`config.mk`:
```
export PLATFORM = sky130hd
export DESIGN_NAME = nlink_tx_flat
export DESIGN_NICKNAME = d
export VERILOG_FILES = /design/src/rtl/noc_link_pkg.sv /design/src/rtl/nlink_tx_if.sv /design/src/rtl/nlink_credit_ctr.sv /design/src/rtl/nlink_tx.sv /design/src/flat_wrapper.sv
export SDC_FILE = /design/constraint.sdc
export NUM_CORES = 1
export LEC_CHECK = 0
export BUFFER_PORTS_ARGS = -buffer_cell sky130_fd_sc_hd__clkbuf_2
export CORE_MARGIN = 2
export CORE_UTILIZATION = 50
export CTS_CLUSTER_DIAMETER = 30
export CTS_CLUSTER_SIZE = 40
export DETAILED_ROUTE_END_ITERATION = 16
export PLACE_DENSITY = 0.78
export SYNTH_ARGS = -nofsm -noshare
export SYNTH_HDL_FRONTEND = slang
export SYNTH_SLANG_ARGS = --single-unit
```
`constraint.sdc`:
```
create_clock -name clk_i -period 2.7 [get_ports clk_i]
set_input_delay 0.27 -clock clk_i [delete_from_list [all_inputs] [get_ports clk_i]]
set_output_delay 0.27 -clock clk_i [all_outputs]
set_load 0.01 [all_outputs]
```
`src/rtl/noc_link_pkg.sv`:
```
// rtl/noc_link_pkg.sv - flit type/state encodings and type-field helpers for the link transmitter
package noc_link_pkg;

  typedef enum logic [1:0] {
    BODY   = 2'b00,
    HEAD   = 2'b01,
    TAIL   = 2'b10,
    SINGLE = 2'b11
  } flit_type_e;

  typedef enum logic {
    IDLE = 1'b0,
    PKT  = 1'b1
  } tx_state_e;

  function automatic int TYPE_MSB(input int width);
    return width - 1;
  endfunction

  function automatic int TYPE_LSB(input int width);
    return width - 2;
  endfunction

endpackage

```
`src/rtl/nlink_tx_if.sv`:
```
// rtl/nlink_tx_if.sv - FIFO-side and link-side flit signals of the link transmitter
interface nlink_tx_if #(
  parameter int width = 8
);
  logic             empty_i;
  logic [width-1:0] data_i;
  logic             read_o;
  logic             valid_o;
  logic [width-1:0] data_o;
  logic             credit_i;

  modport master (
    input  empty_i, data_i, credit_i,
    output read_o, valid_o, data_o
  );

  modport slave (
    output empty_i, data_i, credit_i,
    input  read_o, valid_o, data_o
  );
endinterface

```
`src/rtl/nlink_credit_ctr.sv`:
```
// rtl/nlink_credit_ctr.sv - saturating downstream credit counter with overflow detect
module nlink_credit_ctr #(
  parameter int credits = 4
) (
  input  logic                           clk,
  input  logic                           rst,
  input  logic                           dec,
  input  logic                           inc,
  output logic [$clog2(credits+1)-1:0]   cnt,
  output logic                           nonzero,
  output logic                           overflow
);
  localparam int CW = $clog2(credits + 1);
  localparam logic [CW-1:0] MAX = CW'(credits);

  assign nonzero  = (cnt != '0);
  // A returned credit with a full count and no pop has nowhere to go.
  assign overflow = inc & ~dec & (cnt == MAX);

  always_ff @(posedge clk) begin
    if (rst) begin
      cnt <= MAX;
    end else if (dec & ~inc) begin
      cnt <= cnt - 1'b1;
    end else if (inc & ~dec & ~overflow) begin
      cnt <= cnt + 1'b1;
    end
  end
endmodule

```
`src/rtl/nlink_tx.sv`:
```
// rtl/nlink_tx.sv - credit-flow-controlled link transmitter with framing check and packet count
module nlink_tx
  import noc_link_pkg::*;
#(
  parameter int width   = 8,
  parameter int credits = 4
) (
  input  logic                         clk_i,
  input  logic                         rst_i,
  nlink_tx_if.master                   bus,
  output logic [$clog2(credits+1)-1:0] credit_cnt_o,
  output logic                         err_o,
  output logic [15:0]                  pkt_cnt_o
);
  localparam int TMSB = TYPE_MSB(width);
  localparam int TLSB = TYPE_LSB(width);

  logic             pop;
  logic             nonzero;
  logic             overflow;
  logic             valid_q;
  logic [width-1:0] data_q;
  flit_type_e       ftype;
  tx_state_e        state;

  assign pop         = ~rst_i & ~bus.empty_i & nonzero;
  assign bus.read_o  = pop;
  assign bus.valid_o = valid_q;
  assign bus.data_o  = data_q;
  assign ftype       = flit_type_e'(bus.data_i[TMSB:TLSB]);

  nlink_credit_ctr #(.credits(credits)) u_credit (
    .clk      (clk_i),
    .rst      (rst_i),
    .dec      (pop),
    .inc      (bus.credit_i),
    .cnt      (credit_cnt_o),
    .nonzero  (nonzero),
    .overflow (overflow)
  );

  always_ff @(posedge clk_i) begin
    if (rst_i) begin
      valid_q   <= 1'b0;
      data_q    <= '0;
      state     <= IDLE;
      err_o     <= 1'b0;
      pkt_cnt_o <= 16'd0;
    end else begin
      valid_q <= pop;
      if (pop) data_q <= bus.data_i;
      if (overflow) err_o <= 1'b1;
      // Framing errors are flagged only; the flit is forwarded regardless.
      if (pop) begin
        case (state)
          IDLE: begin
            case (ftype)
              HEAD:    state <= PKT;
              SINGLE:  pkt_cnt_o <= pkt_cnt_o + 16'd1;
              default: err_o <= 1'b1;
            endcase
          end
          PKT: begin
            case (ftype)
              BODY: state <= PKT;
              TAIL: begin
                state     <= IDLE;
                pkt_cnt_o <= pkt_cnt_o + 16'd1;
              end
              HEAD: err_o <= 1'b1;
              SINGLE: begin
                state     <= IDLE;
                err_o     <= 1'b1;
                pkt_cnt_o <= pkt_cnt_o + 16'd1;
              end
            endcase
          end
        endcase
      end
    end
  end
endmodule

```
`src/flat_wrapper.sv`:
```
// flat-port wrapper written by rule: the top's interface ports become plain ports
module nlink_tx_flat import noc_link_pkg::*;
#(
  parameter int width   = 8,
  parameter int credits = 4
)
  (clk_i, rst_i, credit_cnt_o, err_o, pkt_cnt_o, bus_empty_i, bus_data_i, bus_credit_i, bus_read_o, bus_valid_o, bus_data_o);
  nlink_tx_if #(.width(width)) bus_i ();
  input  logic clk_i;
  input  logic rst_i;
  output logic [$clog2(credits+1)-1:0] credit_cnt_o;
  output logic err_o;
  output logic [15:0] pkt_cnt_o;
  input wire logic [$bits(bus_i.empty_i)-1:0] bus_empty_i;
  input wire logic [$bits(bus_i.data_i)-1:0] bus_data_i;
  input wire logic [$bits(bus_i.credit_i)-1:0] bus_credit_i;
  output wire logic [$bits(bus_i.read_o)-1:0] bus_read_o;
  output wire logic [$bits(bus_i.valid_o)-1:0] bus_valid_o;
  output wire logic [$bits(bus_i.data_o)-1:0] bus_data_o;
  assign bus_i.empty_i = bus_empty_i;
  assign bus_i.data_i = bus_data_i;
  assign bus_i.credit_i = bus_credit_i;
  assign bus_read_o = bus_i.read_o;
  assign bus_valid_o = bus_i.valid_o;
  assign bus_data_o = bus_i.data_o;
  nlink_tx #(.width(width), .credits(credits)) u_core (.clk_i(clk_i), .rst_i(rst_i), .bus(bus_i), .credit_cnt_o(credit_cnt_o), .err_o(err_o), .pkt_cnt_o(pkt_cnt_o));
endmodule
```
### After elaboration in Yosys (flattened, before gate mapping)

Index checks and enable logic that the tools add are counted.

| operators by class | value |
|---|---|
| $add $sub $neg | 3 |
| equality and inequality tests | 6 |
| muxes and demuxes | 13 |
| bitwise logic cells | 12 |
| reduce and logical (&&, ||, !) cells | 5 |

Operator list:

| operator | number |
|---|---|
| 16-bit two-way mux | 2 |
| 16-bit one-hot mux with 2 select lines | 1 |
| 16-bit by 1-bit adder with 16-bit output (second input constant) | 1 |
| 1-bit AND | 6 |
| 1-bit two-way mux | 6 |
| 3-bit two-way mux | 2 |
| 1-bit NOT | 6 |
| 2-bit equality test (second input constant) | 2 |
| 1-bit one-hot mux with 2 select lines | 2 |
| 2-bit OR reduction | 2 |
| 3-bit by 1-bit adder with 3-bit output (second input constant) | 1 |
| 3-bit equality test (second input constant) | 1 |
| 3-bit AND reduction | 1 |
| 3-bit nonzero test | 1 |
| 3-bit by 1-bit subtractor with 3-bit output (second input constant) | 1 |
| 2-bit by 1-bit equality test with 1-bit output (second input constant) | 1 |
| 2-bit by 1-bit != test with 1-bit output (second input constant) | 1 |
| 2-bit != test (second input constant) | 1 |
| 2-bit nonzero test | 1 |

| storage, ports and cells | value |
|---|---|
| flip-flop bits (word level) | 30 |
| output and inout port bits | 30 |

### Depth between registers and ports, before layout

Gate-level depths: netlist of the first run.

| depth | value |
|---|---|
| depth in word-level cells | 10 |
| mapped depth | 9 |
| depth with buffers taken out | 9 |

### Cells and area by module

A second synthesis of the first run with hierarchy kept.

| unflattened totals | value |
|---|---|
| cell total of the unflattened synthesis | 156 |
| area, all modules | 1410.1 um^2 |

Modules (own cells, without submodules):

| module | instances | cells an instance | area an instance (um^2) | sequential area each (um^2) |
|---|---|---|---|---|
| nlink_tx | 1 | 128 | 1173.6 | 540.5 |
| nlink_credit_ctr | 1 | 28 | 236.5 | 60.1 |

### Worst setup path before layout of the first run

OpenSTA, ideal clock, no wires.

| path | value |
|---|---|
| kind | register -> register |
| from | reg u_core.u_credit.cnt[0] |
| to | reg u_core.u_credit.cnt[2] |
| setup time | 131 ps |
| arrival | 1822 ps |
| data required time | 2569 ps |
| slack | 747 ps |
| cell stages (with the launch flop) | 10 |
| path buffers | 0 |
| path through | dfxtp_1 > or3_4 > nand2_1 > inv_1 > nand2b_1 > fa_1 > and3b_1 > nor2_1 > a221oi_1 > o21ai_0 |

| between the ends | value |
|---|---|
| longest elaborated chain between the ends | 8 |
| elaborated cells on any way between the ends | 14 |
| classes of those cells | add/sub (2); eq/ne (1); mux (2); bitwise (7); reduce/logical (2) |

RTL lines:

| what | RTL line | source |
|---|---|---|
| from (decl) | nlink_credit_ctr.sv:9 | `output logic [$clog2(credits+1)-1:0] cnt,` |
| from (signal assigned) | nlink_credit_ctr.sv:24 | `cnt <= cnt - 1'b1;` |
| from (signal assigned) | nlink_credit_ctr.sv:26 | `cnt <= cnt + 1'b1;` |
| 3-bit nonzero test | nlink_credit_ctr.sv:16 | `assign nonzero = (cnt != '0);` |
| 1-bit AND | nlink_tx.sv:26 | `assign pop = ~rst_i & ~bus.empty_i & nonzero;` |
| 1-bit NOT | nlink_credit_ctr.sv:18, nlink_credit_ctr.sv:25 |  |
| 1-bit AND | nlink_credit_ctr.sv:18, nlink_credit_ctr.sv:25 |  |
| 1-bit AND | nlink_credit_ctr.sv:18 | `assign overflow = inc & ~dec & (cnt == MAX);` |
| 1-bit NOT | nlink_credit_ctr.sv:25 | `end else if (inc & ~dec & ~overflow) begin` |
| 1-bit AND | nlink_credit_ctr.sv:25 |  |
| 2-bit nonzero test (no source line) | -- |  |

Parallel ways exist; a longest one is shown, timed or not. The select of a mux whose other input is x is not followed.
A chain may end at the register's enable or synchronous reset.

### Final worst setup path of the first run

Ends and elaborated chain as after synthesis.

==> flow_summary.json, run 1 <==
{
  "regArea_um2": 601,
  "static-leakage-power_nw": 0.707,
  "floorplan.initialDensity_pct": 51.2,
  "drt_antenna_net_count": 0,
  "final_layout_size_suffix_gt1_share_pct": 26.1,
  "dp_slack_ns": 0.661,
  "worst_path_fanout_max": 7,
  "worstPathBufferInverterCount": 1,
  "cts_root_buf": "sky130_fd_sc_hd__clkbuf_4",
  "setup-violations-final": 0,
  "placement.cell_area_um2": 1600,
  "final_core_utilization_pct": 61.7,
  "worst-setup-path-type": "reg2reg",
  "first_iter_violations": 45,
  "grt_antenna_before_repair": 0,
  "design.final.nets": 220,
  "slew-limit-headroom_pct": 68.9,
  "critical_path_required_ns": 2.91,
  "cap_violations": 0,
  "pin_count_of_the_biggest_net_entering_global_routing": 33,
  "critical_path.max_stage_delay_ns": 0.45,
  "numPortBuffers": 41,
  "io_pins": 42,
  "clkTransAtPathRegs_ns": 0.10,
  "p_per_area_nw_per_um2": 551,
  "setup.worst_path.start_class": "flop",
  "timing.critical_path.arrival_ns": 2.24,
  "synth-warning-count": 0,
  "edff_count_synth": 0,
  "numCtsBuffers": 5,
  "insertedDiodeCount": 0,
  "synthesized_instance_count": 161,
  "result_of_the_run": "finished clean",
  "final.setup.worst_slack_ns": 0.673,
  "die-area_um2": 3190,
  "dr_total_vias": 1340,
  "setup_repair_after_global_routing_missed_its_margin": "false",
  "fmax_mhz": 493,
  "vias_in_the_first_global_route": 1211,
  "layout_min_cycle_time_ns": 2.03,
  "yosys.cell_types.count": 35,
  "synth_flop_cell": "sky130_fd_sc_hd__dfxtp_1",
  "min_delay_path_depth": 3,
  "cts_num_sinks": 30,
  "timing.hold.ws_ns": 0.123,
  "max-vdd-ir-drop_mv": 0.454,
  "yosysMostFrequentCell": "sky130_fd_sc_hd__dfxtp_1",
  "syn_area_um2": 1380,
  "total_routed_wirelength_mm": 3.00,
  "synth_top_area_share_pct": 43.7,
  "ctsHtreeMaxLevel": 2,
  "overflow": 0,
  "clock_insertion_delay_worst_skew_ns": 0.33,
  "timing.critical_path.cells": "or3_4 > nand2_1 > inv_1 > nand2b_1 > fa_1 > and3b_1 > nor2_1 > a221oi_1 > o21ai_0",
  "hold_path_class": "in2reg",
  "post-synth-top-area-cell": "sky130_fd_sc_hd__dfxtp_1",
  "core-area_um2": 2690,
  "fin_area_um2": 1660,
  "worst-r2r-cell-count": 9,
  "synth_seq_cells": 30,
  "drt_drc_violations_left": 0,
  "cts_resized": 0,
  "post_synthesis_area_per_instance_um2": 8.54,
  "routabilityCongestion": 0.812,
  "share_of_synthesized_flip_flops_with_an_asynchronous_set_or_reset_pct": 0,
  "postSynthNetCount": 175,
  "die_y_um": 56.4,
  "post_cts_hold_buffer_count": 0,
  "area_of_the_multi_input_gates_um2": 704,
  "vias_per_cell": 5.63,
  "setup_tns_ns": 0,
  "floorplan.die.width_um": 56.4,
  "max_slew.worst_pin.slew_ns": 0.465,
  "finalHoldViolCount": 0,
  "path_delay_family": "simple AND/OR/NAND/NOR gates",
  "post-cts-setup-buffers": 0,
  "layout-area-overhead-vs-synth_pct": 20.6,
  "drt_first_pass_iters": 4,
  "maxSlewViolCount": 0,
  "place_hpwl_mm": 2.19,
  "drt-wirelength-per-cell_um": 12.6,
  "synth.top_cells.by_area": "sky130_fd_sc_hd__dfxtp_1 (44%), sky130_fd_sc_hd__nand2_1 (6.8%), sky130_fd_sc_hd__a21oi_1 (5.5%)",
  "ys_seq_area_share_pct": 43.7,
  "crit_path_top_delay_cell": "sky130_fd_sc_hd__dfxtp_1",
  "critical_path_depth": 9,
  "post-route-period-util_pct": 75.1,
  "maximum_buffer_depth_of_the_clock_tree": 2,
  "crit_path_end_kind": "flop",
  "grt.total_usage_pct": 20.5,
  "tritoncts": "built",
  "synth_top_cells_by_count": "sky130_fd_sc_hd__dfxtp_1 (30), sky130_fd_sc_hd__nand2_1 (25), sky130_fd_sc_hd__a21oi_1 (15)",
  "rows": 19,
  "grt_first_pass_wirelength_mm": 5.12,
  "clock_skew_ns": 0.00428,
  "num-fill-cells": 256
}
## cells in the final DEF (no fill, tap or decap), types with 2 or more instances in the layout
cell type / Yosys / final
sky130_fd_sc_hd__or4_1: 4 / 4
sky130_fd_sc_hd__clkbuf_4: 0 / 5
sky130_fd_sc_hd__or3_1: 6 / 6
sky130_fd_sc_hd__a221oi_1: 3 / 3
sky130_fd_sc_hd__o21a_1: 2 / 2
sky130_fd_sc_hd__inv_1: 7 / 7
sky130_fd_sc_hd__nand4_1: 6 / 6
sky130_fd_sc_hd__o21ai_0: 10 / 10
sky130_fd_sc_hd__nor2_1: 9 / 9
sky130_fd_sc_hd__nand3b_1: 6 / 6
sky130_fd_sc_hd__buf_4: 0 / 3
sky130_fd_sc_hd__clkbuf_2: 0 / 41
sky130_fd_sc_hd__nand2_1: 25 / 25
sky130_fd_sc_hd__nand3_1: 6 / 6
sky130_fd_sc_hd__and3_1: 2 / 2
sky130_fd_sc_hd__dfxtp_1: 30 / 30
sky130_fd_sc_hd__xor2_1: 4 / 4
sky130_fd_sc_hd__o31ai_1: 4 / 4
sky130_fd_sc_hd__a21oi_1: 15 / 15
## flip-flops by register name, indices dropped and copies added, names as in the netlist
name	cells
u_core.bus.data_o	8
u_core.state	1
u_core.err_o	1
u_core.bus.valid_o	1
u_core.u_credit.cnt	3
u_core.pkt_cnt_o	16
## metal layers
layer,vias up,track usage (%),wire length [um]
li1,669,-,-
met1,605,25.8,1350
met2,59,32.7,1390
met3,7,5.30,203
met4,0,9.18,61
met5,-,0,0
## path summary, 6_finish.rpt
kind	startpoint	slack (ns)	end
worst max-delay path	u_core.u_credit.cnt[0]	0.67	u_core.u_credit.cnt[2]
worst min-delay path	bus_data_i[5]	0.12	u_core.bus.data_o[5]
worst max register to register	u_core.u_credit.cnt[0]	0.67	u_core.u_credit.cnt[2]
worst min register to register	u_core.bus.data_o[7]	0.46	u_core.bus.data_o[7]
## kinds of logic (layout without fill, tap and decap cells)
kind of cell | after synthesis | count (layout) | share of synthesized area, %
AO/OA/AOI/OAI | 36 | 36 | 15.4
buffers and inverters | 13 | 59 | 5.10
multiplexers | 1 | 1 | 0.819
adder cells (fa/ha/maj) | 2 | 2 | 2.37
XOR/XNOR | 5 | 5 | 3.18
flip-flops | 30 | 30 | 43.7
AND/OR/NAND/NOR | 74 | 74 | 29.5
## power breakdown
| group | total, mW | internal (mW) | switching (mW) | leakage (nW) |
|---|---|---|---|---|
| registers | 0.487 | 0.466 | 0.0212 | 0.244 |
| clock network | 0.283 | 0.126 | 0.157 | 0.0353 |
| logic | 0.144 | 0.0637 | 0.0800 | 0.428 |
## worst min-delay path, stage by stage
cell and delay, ns:
sky130_fd_sc_hd__clkbuf_2 0.07, sky130_fd_sc_hd__nand2_1 0.04, sky130_fd_sc_hd__nand2_1 0.04
## final cells by class
cell class,count,area share (%)
clock buffer,7,3.32
clock inverter,1,0.302
timing repair buffer,44,13.7
sequential,30,36.2
multi-input combinational,118,42.5
inverter,7,1.58
tap,31,2.34
## per-stage QoR
step                      std cells  total power, mW
after floorplan                 161            0.585
after global placement          230            0.634
after detailed placement        230            0.642
after CTS                       238            0.923
after global routing            238            0.954
final                           238            0.914
(Power assumes the default switching activity.)
==> run 2, diff against run 1 <==
ABC_AREA = 1   (was unset)
CORE_UTILIZATION = 46   (was 50)
PLACE_DENSITY = 0.75   (was 0.78)
clock period = 1.79 ns   (was 2.7 ns; I/O delays follow)
==> run 2 against run 1 <==
Register-to-register slack lost 0.46 ns. Synthesized area grew 6.0%. Critical endpoint unchanged. Combinational power grew 24%. Total power grew 44%. Wire length grew 1.1%. Hold slack lost 0.083 ns.
==> flow_summary.json, run 2 <==
{
  "result_of_the_run": "finished clean",
  "tritoncts": "built",
  "cts_num_sinks": 30,
  "synth_top_area_share_pct": 41.2,
  "max_slew.worst_pin.slew_ns": 0.467,
  "post-cts-setup-buffers": 0,
  "largest_register_ff_count": 16,
  "clock_skew_ns": 0.00545,
  "vias_per_cell": 4.76,
  "post-synth-top-area-cell": "sky130_fd_sc_hd__dfxtp_1",
  "drt-wirelength-per-cell_um": 9.84,
  "postSynthNetCount": 231,
  "place_hpwl_mm": 2.25,
  "fmax_mhz": 636,
  "ys_seq_area_share_pct": 41.2,
  "layout_min_cycle_time_ns": 1.57,
  "crit_path_end_kind": "flop",
  "setup.worst_path.start_class": "flop",
  "most_frequent_standard_cell_in_the_layout_excluding_fill_and_tap_cells": "sky130_fd_sc_hd__nand2_1",
  "post-route-period-util_pct": 87.9,
  "drt_first_pass_iters": 4,
  "routabilityCongestion": 0.803,
  "grt_first_pass_wirelength_mm": 5.31,
  "first_iter_violations": 52,
  "io_pins": 42,
  "pin_count_of_the_biggest_net_entering_global_routing": 30,
  "insertedDiodeCount": 0,
  "drt_antenna_net_count": 0,
  "worst_path_fanout_max": 4,
  "synth-warning-count": 0,
  "critical_path_required_ns": 2.00,
  "most_frequent_cells_in_the_layout": "sky130_fd_sc_hd__nand2_1 (61), sky130_fd_sc_hd__clkbuf_2 (41), sky130_fd_sc_hd__inv_1 (30), sky130_fd_sc_hd__dfxtp_1 (30), sky130_fd_sc_hd__nor2_1 (28)",
  "setup-violations-final": 0,
  "maximum_buffer_depth_of_the_clock_tree": 2,
  "power.clock.fraction_pct": 31.9,
  "power.share.sequential_pct": 54.4,
  "grt.total_usage_pct": 19.4,
  "post-layout-total-power_mw": 1.31,
  "post_cts_hold_buffer_count": 0,
  "dp_slack_ns": 0.217,
  "post_layout_nonfiller_instances": 308,
  "setup_repair_after_global_routing_missed_its_margin": "false",
  "maxSlewViolCount": 0,
  "finalHoldViolCount": 0,
  "static-leakage-power_nw": 0.873,
  "dr_total_vias": 1465,
  "switching_share_pct": 27.1,
  "share_of_synthesized_flip_flops_with_an_asynchronous_set_or_reset_pct": 0,
  "grt_antenna_before_repair": 0,
  "timing.critical_path.arrival_ns": 1.78,
  "clkTransAtPathRegs_ns": 0.09,
  "yosysMostFrequentCell": "sky130_fd_sc_hd__nand2_1",
  "synth_seq_cells": 30,
  "total_routed_wirelength_mm": 3.03,
  "cts_root_buf": "sky130_fd_sc_hd__clkbuf_4",
  "synth_flop_cell": "sky130_fd_sc_hd__dfxtp_1",
  "ctsHtreeMaxLevel": 2,
  "overflow": 0,
  "die-area_um2": 3630,
  "cap_violations": 0,
  "place.detailed.instances": 300,
  "regMostFlops": "u_core.pkt_cnt_o",
  "internal_power_mw": 0.958,
  "worst-setup-path-type": "reg2reg",
  "combinationalPowerShare_pct": 13.6,
  "vias_in_the_first_global_route": 1334,
  "switching_power_mw": 0.356,
  "yosys.cell_types.count": 25,
  "slew-limit-headroom_pct": 68.9,
  "clock_insertion_delay_worst_skew_ns": 0.32,
  "design.final.nets": 277,
  "final_layout_size_suffix_gt1_share_pct": 22.0,
  "post_synthesis_area_per_instance_um2": 6.72,
  "numCtsBuffers": 5,
  "core-area_um2": 3030,
  "p_per_area_nw_per_um2": 738,
  "layout-area-overhead-vs-synth_pct": 22.1,
  "numPortBuffers": 41,
  "rows": 20,
  "cts_resized": 0,
  "final.setup.worst_slack_ns": 0.217,
  "edff_count_synth": 0,
  "synth.top_cells.by_area": "sky130_fd_sc_hd__dfxtp_1 (41%), sky130_fd_sc_hd__nand2_1 (16%), sky130_fd_sc_hd__inv_1 (7.7%)",
  "floorplan.die.width_um": 60.3,
  "hold_path_class": "in2reg",
  "max-vdd-ir-drop_mv": 0.524,
  "floorplan.initialDensity_pct": 48.1,
  "syn_area_um2": 1460,
  "synthesized_instance_count": 217,
  "synth_top_cells_by_count": "sky130_fd_sc_hd__nand2_1 (61), sky130_fd_sc_hd__dfxtp_1 (30), sky130_fd_sc_hd__inv_1 (30)",
  "drt_drc_violations_left": 0,
  "setup_tns_ns": 0,
  "die_y_um": 60.3
}
run 2: logic make-up after synthesis:
family | synth area share (%)
buf+inv | 10.7
fa+ha+maj | 2.23
flops | 41.2
simple gates | 38.1
compound gates | 7.72
run 2: power by group through the flow:
stage	Combinational (mW)	Clock, mW	Sequential [mW]
floorplan	0.0972	0	0.743
global placement	0.177	0	0.730
detailed placement	0.181	0	0.731
CTS	0.182	0.436	0.716
global route	0.205	0.464	0.720
finish	0.179	0.420	0.716
run 2: path summary, 6_finish.rpt:
check	start	to	slack, ns	depth (start not counted)
worst max-delay path	u_core.u_credit.cnt[0]	u_core.u_credit.cnt[2]	0.22	10
worst max register to register	u_core.u_credit.cnt[0]	u_core.u_credit.cnt[2]	0.22	10
worst min register to register	u_core.bus.data_o[1]	u_core.bus.data_o[1]	0.47	2
worst min-delay path	bus_data_i[0]	u_core.bus.data_o[0]	0.04	3
run 2: worst max-delay path, stage by stage (launching register included):
cell                      delay, ns
sky130_fd_sc_hd__dfxtp_1       0.38
sky130_fd_sc_hd__nor2_1        0.08
sky130_fd_sc_hd__nand2_1       0.07
sky130_fd_sc_hd__nand2_2       0.05
sky130_fd_sc_hd__inv_2         0.05
sky130_fd_sc_hd__nand2_1       0.08
sky130_fd_sc_hd__fa_1          0.41
sky130_fd_sc_hd__inv_1         0.07
sky130_fd_sc_hd__nand4_1       0.11
sky130_fd_sc_hd__nand3_1       0.09
sky130_fd_sc_hd__nand3_1       0.07
run 2: area by class of cell:
| class | count | area, um2 |
|---|---|---|
| clock inverter | 1 | 5.00 |
| multi-input combinational | 150 | 701 |
| sequential | 30 | 601 |
| timing repair buffer | 45 | 248 |
| fill | 298 | 1250 |
| inverter | 31 | 116 |
| clock buffer | 7 | 55.1 |
| tap | 44 | 55.1 |
run 2: through the flow:
| stage | instance area, um2 | util (%) | hold slack, ns |
|---|---|---|---|
| CTS | 1780 | 58.8 | 0.0331 |
| global route | 1780 | 58.8 | 0.0372 |
| global placement | 1720 | 56.8 | 0.374 |
| floorplan | 1460 | - | 0.248 |
| finish | 1780 | 58.8 | 0.0403 |
| detailed placement | 1720 | 56.8 | 0.381 |
run 2: metal layers:
metal	track usage [%]	routed length, um
met5	0	0
met2	31.2	1360
met1	23.4	1430
met3	5.63	162
met4	9.52	74
